## src/rtl/id_ex_stage.sv

```systemverilog
// ID/EX pipeline register: captures decode/regfile outputs, detects load-use hazards,
// and handles flush/stall. Optional perf counters built when ID_EX_PERF_CNT_EN is defined.
module id_ex_stage #(
    parameter int XLEN = 32
) (
    input  logic            clk_i,
    input  logic            rst_ni,
    input  logic            valid_i,
    input  logic [XLEN-1:0] pc_i,
    input  logic [XLEN-1:0] imm_i,
    input  logic [4:0]      rs1_label_i,
    input  logic [4:0]      rs2_label_i,
    input  logic [4:0]      rd_label_i,
    input  logic [XLEN-1:0] rs1_data_i,
    input  logic [XLEN-1:0] rs2_data_i,
    input  logic [3:0]      alu_op_i,
    input  logic            alu_src_i,
    input  logic [2:0]      funct3_i,
    input  logic            mem_read_i,
    input  logic            mem_write_i,
    input  logic            reg_write_en_i,
    input  logic            flush_i,
    input  logic            ex_stall_i,
    output logic            stall_o,
    output logic            valid_o,
    output logic [XLEN-1:0] pc_o,
    output logic [XLEN-1:0] imm_o,
    output logic [4:0]      rs1_label_o,
    output logic [4:0]      rs2_label_o,
    output logic [4:0]      rd_label_o,
    output logic [XLEN-1:0] rs1_data_o,
    output logic [XLEN-1:0] rs2_data_o,
    output logic [3:0]      alu_op_o,
    output logic            alu_src_o,
    output logic [2:0]      funct3_o,
    output logic            mem_read_o,
    output logic            mem_write_o,
    output logic            reg_write_en_o,
    output logic [31:0]     stall_cnt_o,
    output logic [31:0]     flush_cnt_o
);

    typedef struct packed {
        logic            valid;
        logic [XLEN-1:0] pc;
        logic [XLEN-1:0] imm;
        logic [4:0]      rs1;
        logic [4:0]      rs2;
        logic [4:0]      rd;
        logic [XLEN-1:0] rs1_data;
        logic [XLEN-1:0] rs2_data;
        logic [3:0]      alu_op;
        logic            alu_src;
        logic [2:0]      funct3;
        logic            mem_read;
        logic            mem_write;
        logic            reg_we;
    } id_ex_t;

    id_ex_t q, cap;
    logic   load_use;

    // Side effects of an invalid decode slot must never reach EX.
    always_comb begin
        cap.valid     = valid_i;
        cap.pc        = pc_i;
        cap.imm       = imm_i;
        cap.rs1       = rs1_label_i;
        cap.rs2       = rs2_label_i;
        cap.rd        = rd_label_i;
        cap.rs1_data  = rs1_data_i;
        cap.rs2_data  = rs2_data_i;
        cap.alu_op    = alu_op_i;
        cap.alu_src   = alu_src_i;
        cap.funct3    = funct3_i;
        cap.mem_read  = mem_read_i & valid_i;
        cap.mem_write = mem_write_i & valid_i;
        cap.reg_we    = reg_write_en_i & valid_i;
    end

    assign load_use = q.valid & q.mem_read & (q.rd != 5'd0) & valid_i &
                      ((rs1_label_i == q.rd) | (rs2_label_i == q.rd));
    assign stall_o  = (load_use | ex_stall_i) & ~flush_i;

    always_ff @(posedge clk_i or negedge rst_ni) begin
        if (!rst_ni)          q <= '0;
        else if (flush_i)     q <= '0;
        else if (ex_stall_i)  q <= q;
        else if (load_use)    q <= '0;
        else                  q <= cap;
    end

    assign valid_o        = q.valid;
    assign pc_o           = q.pc;
    assign imm_o          = q.imm;
    assign rs1_label_o    = q.rs1;
    assign rs2_label_o    = q.rs2;
    assign rd_label_o     = q.rd;
    assign rs1_data_o     = q.rs1_data;
    assign rs2_data_o     = q.rs2_data;
    assign alu_op_o       = q.alu_op;
    assign alu_src_o      = q.alu_src;
    assign funct3_o       = q.funct3;
    assign mem_read_o     = q.mem_read;
    assign mem_write_o    = q.mem_write;
    assign reg_write_en_o = q.reg_we;

`ifdef ID_EX_PERF_CNT_EN
    logic [31:0] stall_cnt_q, flush_cnt_q;

    // Counters saturate rather than wrap so long runs stay monotonic.
    always_ff @(posedge clk_i or negedge rst_ni) begin
        if (!rst_ni) begin
            stall_cnt_q <= '0;
            flush_cnt_q <= '0;
        end else begin
            if (!flush_i && !ex_stall_i && load_use && stall_cnt_q != 32'hFFFF_FFFF)
                stall_cnt_q <= stall_cnt_q + 32'd1;
            if (flush_i && q.valid && flush_cnt_q != 32'hFFFF_FFFF)
                flush_cnt_q <= flush_cnt_q + 32'd1;
        end
    end

    assign stall_cnt_o = stall_cnt_q;
    assign flush_cnt_o = flush_cnt_q;
`else
    assign stall_cnt_o = 32'h0;
    assign flush_cnt_o = 32'h0;
`endif

endmodule

```

## config.mk

```make
export PLATFORM = sky130hd
export DESIGN_NAME = id_ex_stage
export DESIGN_NICKNAME = d
export VERILOG_FILES = /design/src/rtl/id_ex_stage.sv
export SDC_FILE = /design/constraint.sdc
export NUM_CORES = 1
export LEC_CHECK = 0
export ABC_AREA = 1
export BUFFER_PORTS_ARGS = -buffer_cell sky130_fd_sc_hd__buf_2
export CORE_ASPECT_RATIO = 0.5
export CORE_MARGIN = 2
export CORE_UTILIZATION = 35
export CTS_BUF_LIST = sky130_fd_sc_hd__clkbuf_4 sky130_fd_sc_hd__clkbuf_8
export CTS_CLUSTER_DIAMETER = 50
export DETAILED_ROUTE_END_ITERATION = 8
export GPL_TIMING_DRIVEN = 0
export SLEW_MARGIN = 20
export SYNTH_ARGS = -nofsm -noshare
export SYNTH_HDL_FRONTEND = slang
export SYNTH_SLANG_ARGS = --single-unit
export TNS_END_PERCENT = 1
```

## constraint.sdc

```tcl
create_clock -name clk_i -period 2.66 [get_ports clk_i]
set_input_delay 0.133 -clock clk_i [delete_from_list [all_inputs] [get_ports clk_i]]
set_output_delay 0.133 -clock clk_i [all_outputs]
set_load 0.02 [all_outputs]
```

Word level (Yosys, flattened, before mapping)
Cells that the tools add are included.
{"block": "op_classes", "eq_ne": 3, "n_mux": 3, "bitwise": 11, "reduce_logical": 1}
{"operator": "2-to-1 mux 155 bit", "count": 3}
{"operator": "equality test 5 bit", "count": 2}
{"operator": "bitwise AND 1 bit", "count": 8}
{"operator": "nonzero test 5 bit", "count": 1}
{"operator": "!= test 2 bit (second input constant)", "count": 1}
{"operator": "OR 1 bit", "count": 2}
{"operator": "NOT 1 bit", "count": 1}
{"block": "totals", "reg_bits": 155, "output_inout_bits": 220, "elab_cells": 32}

Logic depth before layout (Yosys ltp)
Gate-level depths: netlist of the first run.
{"block": "logic_depth", "word_depth": 7, "depth_mapped": 11, "mapped_depth_nobuf": 9}

Worst setup path after synthesis of the first run
Ideal clock, no wire load.
{"block": "synth_path", "path_type": "register to output", "from": "register q, in the netlist rd_label_o[3]", "to": "output port stall_o", "arrival_time_ns": 1.481, "required_ns": 2.527, "slack_ns": 1.046, "path_stages_with_launch": 10, "n_path_buf": 1, "cell_sequence": "dfrtp_1 inv_1 nand2_1 nand2_1 nor2_1 nand3_1 nand2_1 nand2_2 buf_2 a21oi_1"}
{"block": "synth_between", "elab_chain_len": 6, "elab_cells_between_ends": 9, "cone_classes": "eq/ne: 2; bitwise: 6; reduce/logical: 1"}
{"element": "start: declaration", "line": "60", "rtl": "id_ex_t q, cap;"}
{"element": "start signal: assignment", "line": "88", "rtl": "else if (ex_stall_i) q <= q;"}
{"element": "start signal: assignment", "line": "90", "rtl": "else q <= cap;"}
{"element": "nonzero test 5 bit", "line": "81", "rtl": "assign load_use = q.valid & q.mem_read & (q.rd != 5'd0) & valid_i &"}
{"element": "bitwise AND 1 bit (2 in a row)", "line": "81"}
{"element": "bitwise AND 1 bit *", "line": "81"}
{"element": "OR 1 bit *", "line": "83", "rtl": "assign stall_o = (load_use | ex_stall_i) & ~flush_i;"}
{"element": "bitwise AND 1 bit *", "line": "83"}
{"element": "end: declaration", "line": "24", "rtl": "output logic stall_o,"}
Mark *: on every way between the ends. The rest lies on a longest branch, timed or not.

Worst setup path in the final report of the first run
{"block": "layout_path", "from": "register q, in the netlist rd_label_o[0]", "to": "output port stall_o"}
The elaborated chain is that of the path after synthesis.

==> results of run 1 <==
## area by class of cell
class                           count  area [um2]
Sequential cell                   155        3880
Clock buffer                       24         312
Tap cell                          307         384
Timing Repair Buffer              470        3170
Inverter                          164         616
Buffer                            132         862
Multi-Input combinational cell    723        2930
Fill cell                        2161       10500
Clock inverter                      7        65.1
## report_power, final
group,leakage [nW],internal (W),switching (W)
combinational,5.33,0.000522,0.000723
clock,0.195,0.000858,0.000884
sequential,2.06,0.00248,0.0000764
total,7.59,0.00387,0.00168
## kinds of logic (layout without fill, tap and decap cells)
| kind of cell | count (synthesis) | in the layout | synth area share, % |
|---|---|---|---|
| simple gates | 656 | 656 | 33.1 |
| flops | 155 | 155 | 48.2 |
| compound gates | 1 | 1 | 0.0621 |
| other cells | 1 | 64 | 0.0466 |
| buf+inv | 296 | 797 | 18.4 |
| xor+xnor | 2 | 2 | 0.218 |
## path summary, 6_finish.rpt
kind                                               to                      start  slack (ps)  depth (start not counted)
setup / recovery                              stall_o  rd_label_o[0]$_DFFE_PN0P_         510                          9
max in group asynchronous       imm_o[30]$_DFFE_PN0P_                     rst_ni        1630                          3
min in group clk_i             mem_read_o$_DFFE_PN0P_                 ex_stall_i         260                          5
hold reg to reg               alu_op_o[1]$_DFFE_PN0P_    alu_op_o[1]$_DFFE_PN0P_         480                          2
hold / removal             rs1_data_o[25]$_DFFE_PN0P_                     rst_ni         220                          2
setup reg to reg           rs1_data_o[26]$_DFFE_PN0P_  rd_label_o[0]$_DFFE_PN0P_        1000                         10
## cells in the final DEF (no fill, tap or decap), drive strengths merged
master and instances:
nand2 334, nand4 2, xnor2 2, clkbuf 68, clkinv 4, inv 164, buf 402, dfrtp 155
nor2 163, conb 64, clkinvlp 2, bufinv 1, nand3 157, a21oi 1, dlygate4sd3 156
## worst register-to-register path, stage by stage, from the launching register on
cell,delay (ps)
dfrtp_1,450
nor2_1,140
nor2_1,60
nor2_1,130
nand3_1,80
nand2_1,80
nand2_2,90
buf_6,190
buf_6,160
nand3_1,100
nand2_1,60
## synthesized netlist by cell type
| library cell | count | area [um2] |
|---|---|---|
| a21oi_1 | 1 | 5.00 |
| buf_1 | 3 | 11.3 |
| buf_2 | 5 | 25.0 |
| buf_4 | 64 | 480 |
| buf_6 | 16 | 180 |
| clkbuf_1 | 44 | 165 |
| conb_1 | 1 | 3.75 |
| dfrtp_1 | 155 | 3880 |
| inv_1 | 162 | 608 |
| inv_2 | 2 | 7.51 |
| nand2_1 | 333 | 1250 |
| nand2_2 | 1 | 6.26 |
| nand3_1 | 157 | 786 |
| nand4_1 | 2 | 12.5 |
| nor2_1 | 163 | 612 |
| xnor2_1 | 2 | 17.5 |
## sequential cells by signal, summed over array words and instances (netlist names), 3 cells and up
name         count
rs2_data_o      32
rs1_data_o      32
rs2_label_o      5
imm_o           32
funct3_o         3
alu_op_o         4
rs1_label_o      5
rd_label_o       5
pc_o            32
## metal layers
layer  GRT usage (%)  up-vias  wire (um)
met5               0        -          0
met4            14.6        0       1580
met3            3.48      115        933
met2            37.1      282      12900
met1            24.7     3952      10600
li1                -     4269          -
## stage by stage
stage	hold slack, ps	utilization [%]
2_1_floorplan	-163	-
3_3_place_gp	452	45.1
3_5_place_dp	162	45.3
4_1_cts	208	53.8
5_1_grt	239	53.8
6_report	220	53.8
## repair_timing
item,in CTS,in global routing
hold buffers,156,0
gates resized for setup,0,0
endpoints found under the hold margin,231,0
==> impl_metrics.csv, run 1 <==
group,metric,value,unit
cts,root_buffer,"clkbuf_8",
power,p_leak,7.59,nW
floorplanning,fp.dieW,218,um
worst_setup_path,cp_top_family,"simple AND/OR/NAND/NOR gates",
place,placed_cells,1795,
final_layout,drive_gt1_share,25.9,%
floorplanning,core_area,22700,um2
drt,drt-wirelength-per-cell,13.2,um
cts,cts_buffers,17,
floorplanning,row_count,39,
worst_setup_path,slowest_delay,450,ps
final_layout,antennaDiodeCount,0,
cts,post-cts-setup-buffer-count,0,
cts,cts.sinks,155,
grt,grt_pass1_vias,8423,
worst_setup_path,critPathArrivalTime,2010,ps
floorplanning,ios,379,
cts,clk_pin_slew,90,ps
place,portBuffers,313,
cts,insertion_delay,480,ps
worst_setup_path,cp_slowest_cell,"dfrtp_1",
yosys,netlist_area,8050,um2
worst_setup_path,worstSetupPathType,"flop to primary output",
place,hpwl,17.8,mm
power,power_density,454,nW/um2
sta,fin_skew,13.2,ps
worst_setup_path,critPathBufInv,2,
sta,maxSlewHeadroom,40.1,%
sta,setup_tns,0,ps
sta,tightest_slew,898,ps
hold_path,hold_path.class,"input pin to asynchronous set/reset pin",
cts,cts_tree,"built",
drt,drtAntennaViolNets,0,
grt,grt_pass1_wl,41.3,mm
grt,track_usage,21.6,%
final_layout,syn_to_final_growth,51.7,%
drt,wl,26.1,mm
yosys,synth-seq-cells,155,
drt,drtIter0Drc,421,
yosys,syn_avg_cell_area,7.24,um2
yosys,synth_cells,1111,
sta,rsz0062_at_grt,"false",
yosys,ys_seq_area_share,48.2,%
final_layout,fin_nets,1822,
grt,globalRouteOverflowTotal,0,
worst_setup_path,required,2530,ps
cts,clock_path_buffers,2,
worst_setup_path,cp-start-kind,"flop",
place,pre_cts_slack,823,ps
power,total_power,0.00555,W
grt,grt_antenna_before_repair,0,
status,status,"finished clean",
cts,htreeDepth,4,
grt,grt_max_degree,80,
sta,slew_viol_final,0,
place,place.gp.congestion,0.804,
final_layout,final_area,12200,um2
yosys,yosysUniqueCellTypes,16,
sta,period_share,80.7,%
sta,hold_viol,0,
sta,setup-violations-final,0,
drt,first_pass_iters,5,
floorplanning,die-area,24300,um2
place,place_area,10300,um2
run,cap_viol_max_count,0,
sta,final.setup.worst_slack,514,ps
final_layout,fin_cells,1982,
sta,max_freq,0.466,GHz
drt,drc_errors,0,
power,ir_worst_vdd,0.000238,V
floorplanning,die_h,111,um
worst_setup_path,path_common_cell,"nor2_1",
worst_setup_path,cp_max_fo,10,
drt,via_per_inst,4.35,
worst_setup_path,end_kind,"primary output",
floorplanning,start_util,35.5,%
worst_setup_path,worstPathCellList,"nor2_1, nor2_1, nor2_1, nand3_1, nand2_1, nand2_2, buf_2, a21oi_1, buf_2",
yosys,yosysWarnings,0,
drt,vias,8618,
sta,period_minus_slack,2150,ps
Power figures use the tool's default switching activity.
==> run 2: changes to the inputs <==
Clock period 2.66 ns to 2.04 ns, I/O delays scaled along.
==> run 2 against run 1 <==
  * Via count rose by 0.39%
  * Sequential share of layout area fell by 0.077 points
  * Sequential power rose by 30%
  * Design area increased by 0.31%
  * Non-clock buffer count up 3
  * Flip-flop and latch count is the same
  * Die area stayed put
  * Highest routed layer unchanged
==> impl_metrics.csv, run 2 (synthesized netlist as in run 1, its figures left out) <==
group,metric,value,unit
final_layout,fin_nets,1825,
floorplanning,die_h,111,um
sta,slew_viol_final,0,
floorplanning,die-area,24300,um2
sta,hold_viol,0,
floorplanning,start_util,35.5,%
cts,cts.sinks,155,
final_layout,syn_to_final_growth,52.2,%
status,status,"finished clean",
worst_setup_path,r2r_slack,260,ps
sta,period_minus_slack,1920,ps
power,combPwrFrac,22.5,%
cts,htreeDepth,4,
worst_setup_path,worstSetupPathType,"flop to primary output",
place,hpwl,17.8,mm
drt,drtIter0Drc,421,
cts,cts_tree,"built",
worst_setup_path,worstReg2RegEnd,"rs1_data_o[26]$_DFFE_PN0P_",
power,power_density,591,nW/um2
power,p_sw_share,30.3,%
grt,grt_antenna_before_repair,0,
worst_setup_path,required,1940,ps
grt,grt_pass1_wl,41.3,mm
place,pre_cts_slack,234,ps
cts,clock_path_buffers,2,
worst_setup_path,reg2reg_depth,11,
worst_setup_path,path_common_cell,"nor2_1",
sta,maxSlewHeadroom,39.9,%
drt,vias,8652,
grt,grt_max_degree,80,
grt,grt_pass1_vias,8407,
power,power.net_switching,0.00220,W
drt,drc_errors,0,
sta,setup-violations-final,0,
worst_setup_path,cp_slowest_cell,"dfrtp_2",
grt,globalRouteOverflowTotal,0,
final_layout,mostFrequentLayoutCells,"nand2_1, buf_2, nor2_1, inv_1, nand3_1",
place,place.gp.congestion,0.804,
final_layout,multiInputGateArea,2940,um2
power,ir_worst_vdd,0.000309,V
cts,clk_pin_slew,90,ps
worst_setup_path,cp-start-kind,"flop",
worst_setup_path,cp_max_fo,7,
worst_setup_path,cp-endpoint,"stall_o",
sta,tightest_slew,902,ps
drt,via_per_inst,4.36,
power,p_int,0.00504,W
drt,drtAntennaViolNets,0,
final_layout,nFillCells,2162,
final_layout,antennaDiodeCount,0,
grt,track_usage,21.6,%
sta,period_share,94.0,%
worst_setup_path,worstPathCellList,"nor2_1, nor2_1, nor2_1, nand3_1, nand2_2, nand2_4, a21oi_1, buf_4",
power,p_leak,7.62,nW
final_layout,ff_latch_area,3880,um2
worst_setup_path,critPathArrivalTime,1820,ps
sta,fin_skew,13.0,ps
final_layout,fin_util,54.0,%
cts,root_buffer,"clkbuf_8",
worst_setup_path,slowest_delay,450,ps
sta,final.setup.worst_slack,123,ps
drt,wl,26.1,mm
floorplanning,fp.dieW,218,um
sta,max_freq,0.522,GHz
worst_setup_path,r2r-start,"rd_label_o[0]$_DFFE_PN0P_",
floorplanning,row_count,39,
floorplanning,core_area,22700,um2
final_layout,drive_gt1_share,26.2,%
cts,insertion_delay,480,ps
final_layout,final_common_cell,"nand2_1",
drt,drt-wirelength-per-cell,13.2,um
worst_setup_path,critPathLaunch,"rd_label_o[0]$_DFFE_PN0P_",
worst_setup_path,end_kind,"primary output",
hold_path,hold_path.class,"input pin to asynchronous set/reset pin",
run,cap_viol_max_count,0,
power,power_frac_clock,31.4,%
cts,cts_buffers,17,
drt,first_pass_iters,5,
place,portBuffers,313,
power,p_seq_share,46.1,%
floorplanning,ios,379,
==> run 2: cell types whose count changed in the layout (fill, tap and decap cells not counted) <==
| cell | before | now |
|---|---|---|
| buf_2 | 317 | 315 |
| dfrtp_1 | 155 | 153 |
| nand2_4 | 0 | 1 |
| nand2_1 | 333 | 332 |
| dfrtp_2 | 0 | 2 |
| buf_4 | 64 | 69 |
==> run 2: final cells by class <==
type                            count  area share (%)
Clock buffer                       24            2.54
Multi-Input combinational cell    723            24.0
Timing Repair Buffer              474            26.1
Sequential cell                   155            31.7
Inverter                          164            5.03
Clock inverter                      7           0.531
Buffer                            131            7.00
Tap cell                          307            3.14
==> run 2: power by group through the flow <==
stage | clock network, W | logic (W) | registers (W)
final | 0.00227 | 0.00163 | 0.00334
after global routing | 0.00248 | 0.00178 | 0.00336
after CTS | 0.00236 | 0.00162 | 0.00334
after detailed placement | 0 | 0.00138 | 0.00340
after global placement | 0 | 0.00136 | 0.00339
after floorplan | 0 | 0.000613 | 0.00361
==> run 2: worst max-delay path, delay by kind of cell (launching register included) <==
| kind | cells | cell delay, ps |
|---|---|---|
| AND/OR/NAND/NOR | 6 | 570 |
| flip-flops | 1 | 450 |
| buffers and inverters | 1 | 160 |
| AO/OA/AOI/OAI | 1 | 140 |
==> run 2: per-stage QoR <==
stage	setup TNS (ps)	instance area [um2]	cells	hold slack [ps]	power [W]
after floorplan	0	8290	1174	-194	0.00422
after global placement	-240300	10200	1794	421	0.00476
after detailed placement	0	10300	1795	131	0.00478
after CTS	0	12200	1981	177	0.00732
after global routing	-5.80	12200	1985	208	0.00763
final	0	12200	1985	188	0.00724
==> run 2: timing repair <==
item / in CTS / in global routing
endpoints found under the hold margin: 231 / 0
endpoints found under the setup margin: 1 / 1
resized for setup: 3 / 2
hold buffers: 156 / 0
pin swaps: 0 / 1
gates cloned: 0 / 0
setup buffers: 0 / 4
==> run 2: worst min path at each step <==
stage	start	to	depth (start not counted)
after floorplan	rst_ni	alu_op_o[0]$_DFFE_PN0P_	0
after global placement	rs1_data_i[31]	rs1_data_o[31]$_DFFE_PN0P_	5
after detailed placement	rst_ni	rs1_data_o[19]$_DFFE_PN0P_	1
after CTS	rst_ni	rs1_data_o[25]$_DFFE_PN0P_	2
after global routing	rst_ni	rs1_data_o[24]$_DFFE_PN0P_	2
final	rst_ni	rs1_data_o[25]$_DFFE_PN0P_	2
==> run 2: per-layer routing <==
| layer | GRT usage [%] | share of wire [%] | vias up |
|---|---|---|---|
| li1 | - | - | 4272 |
| met1 | 24.7 | 41 | 3984 |
| met2 | 37.2 | 50 | 281 |
| met3 | 3.46 | 3.5 | 115 |
| met4 | 14.6 | 6.1 | 0 |
| met5 | 0 | 0 | - |
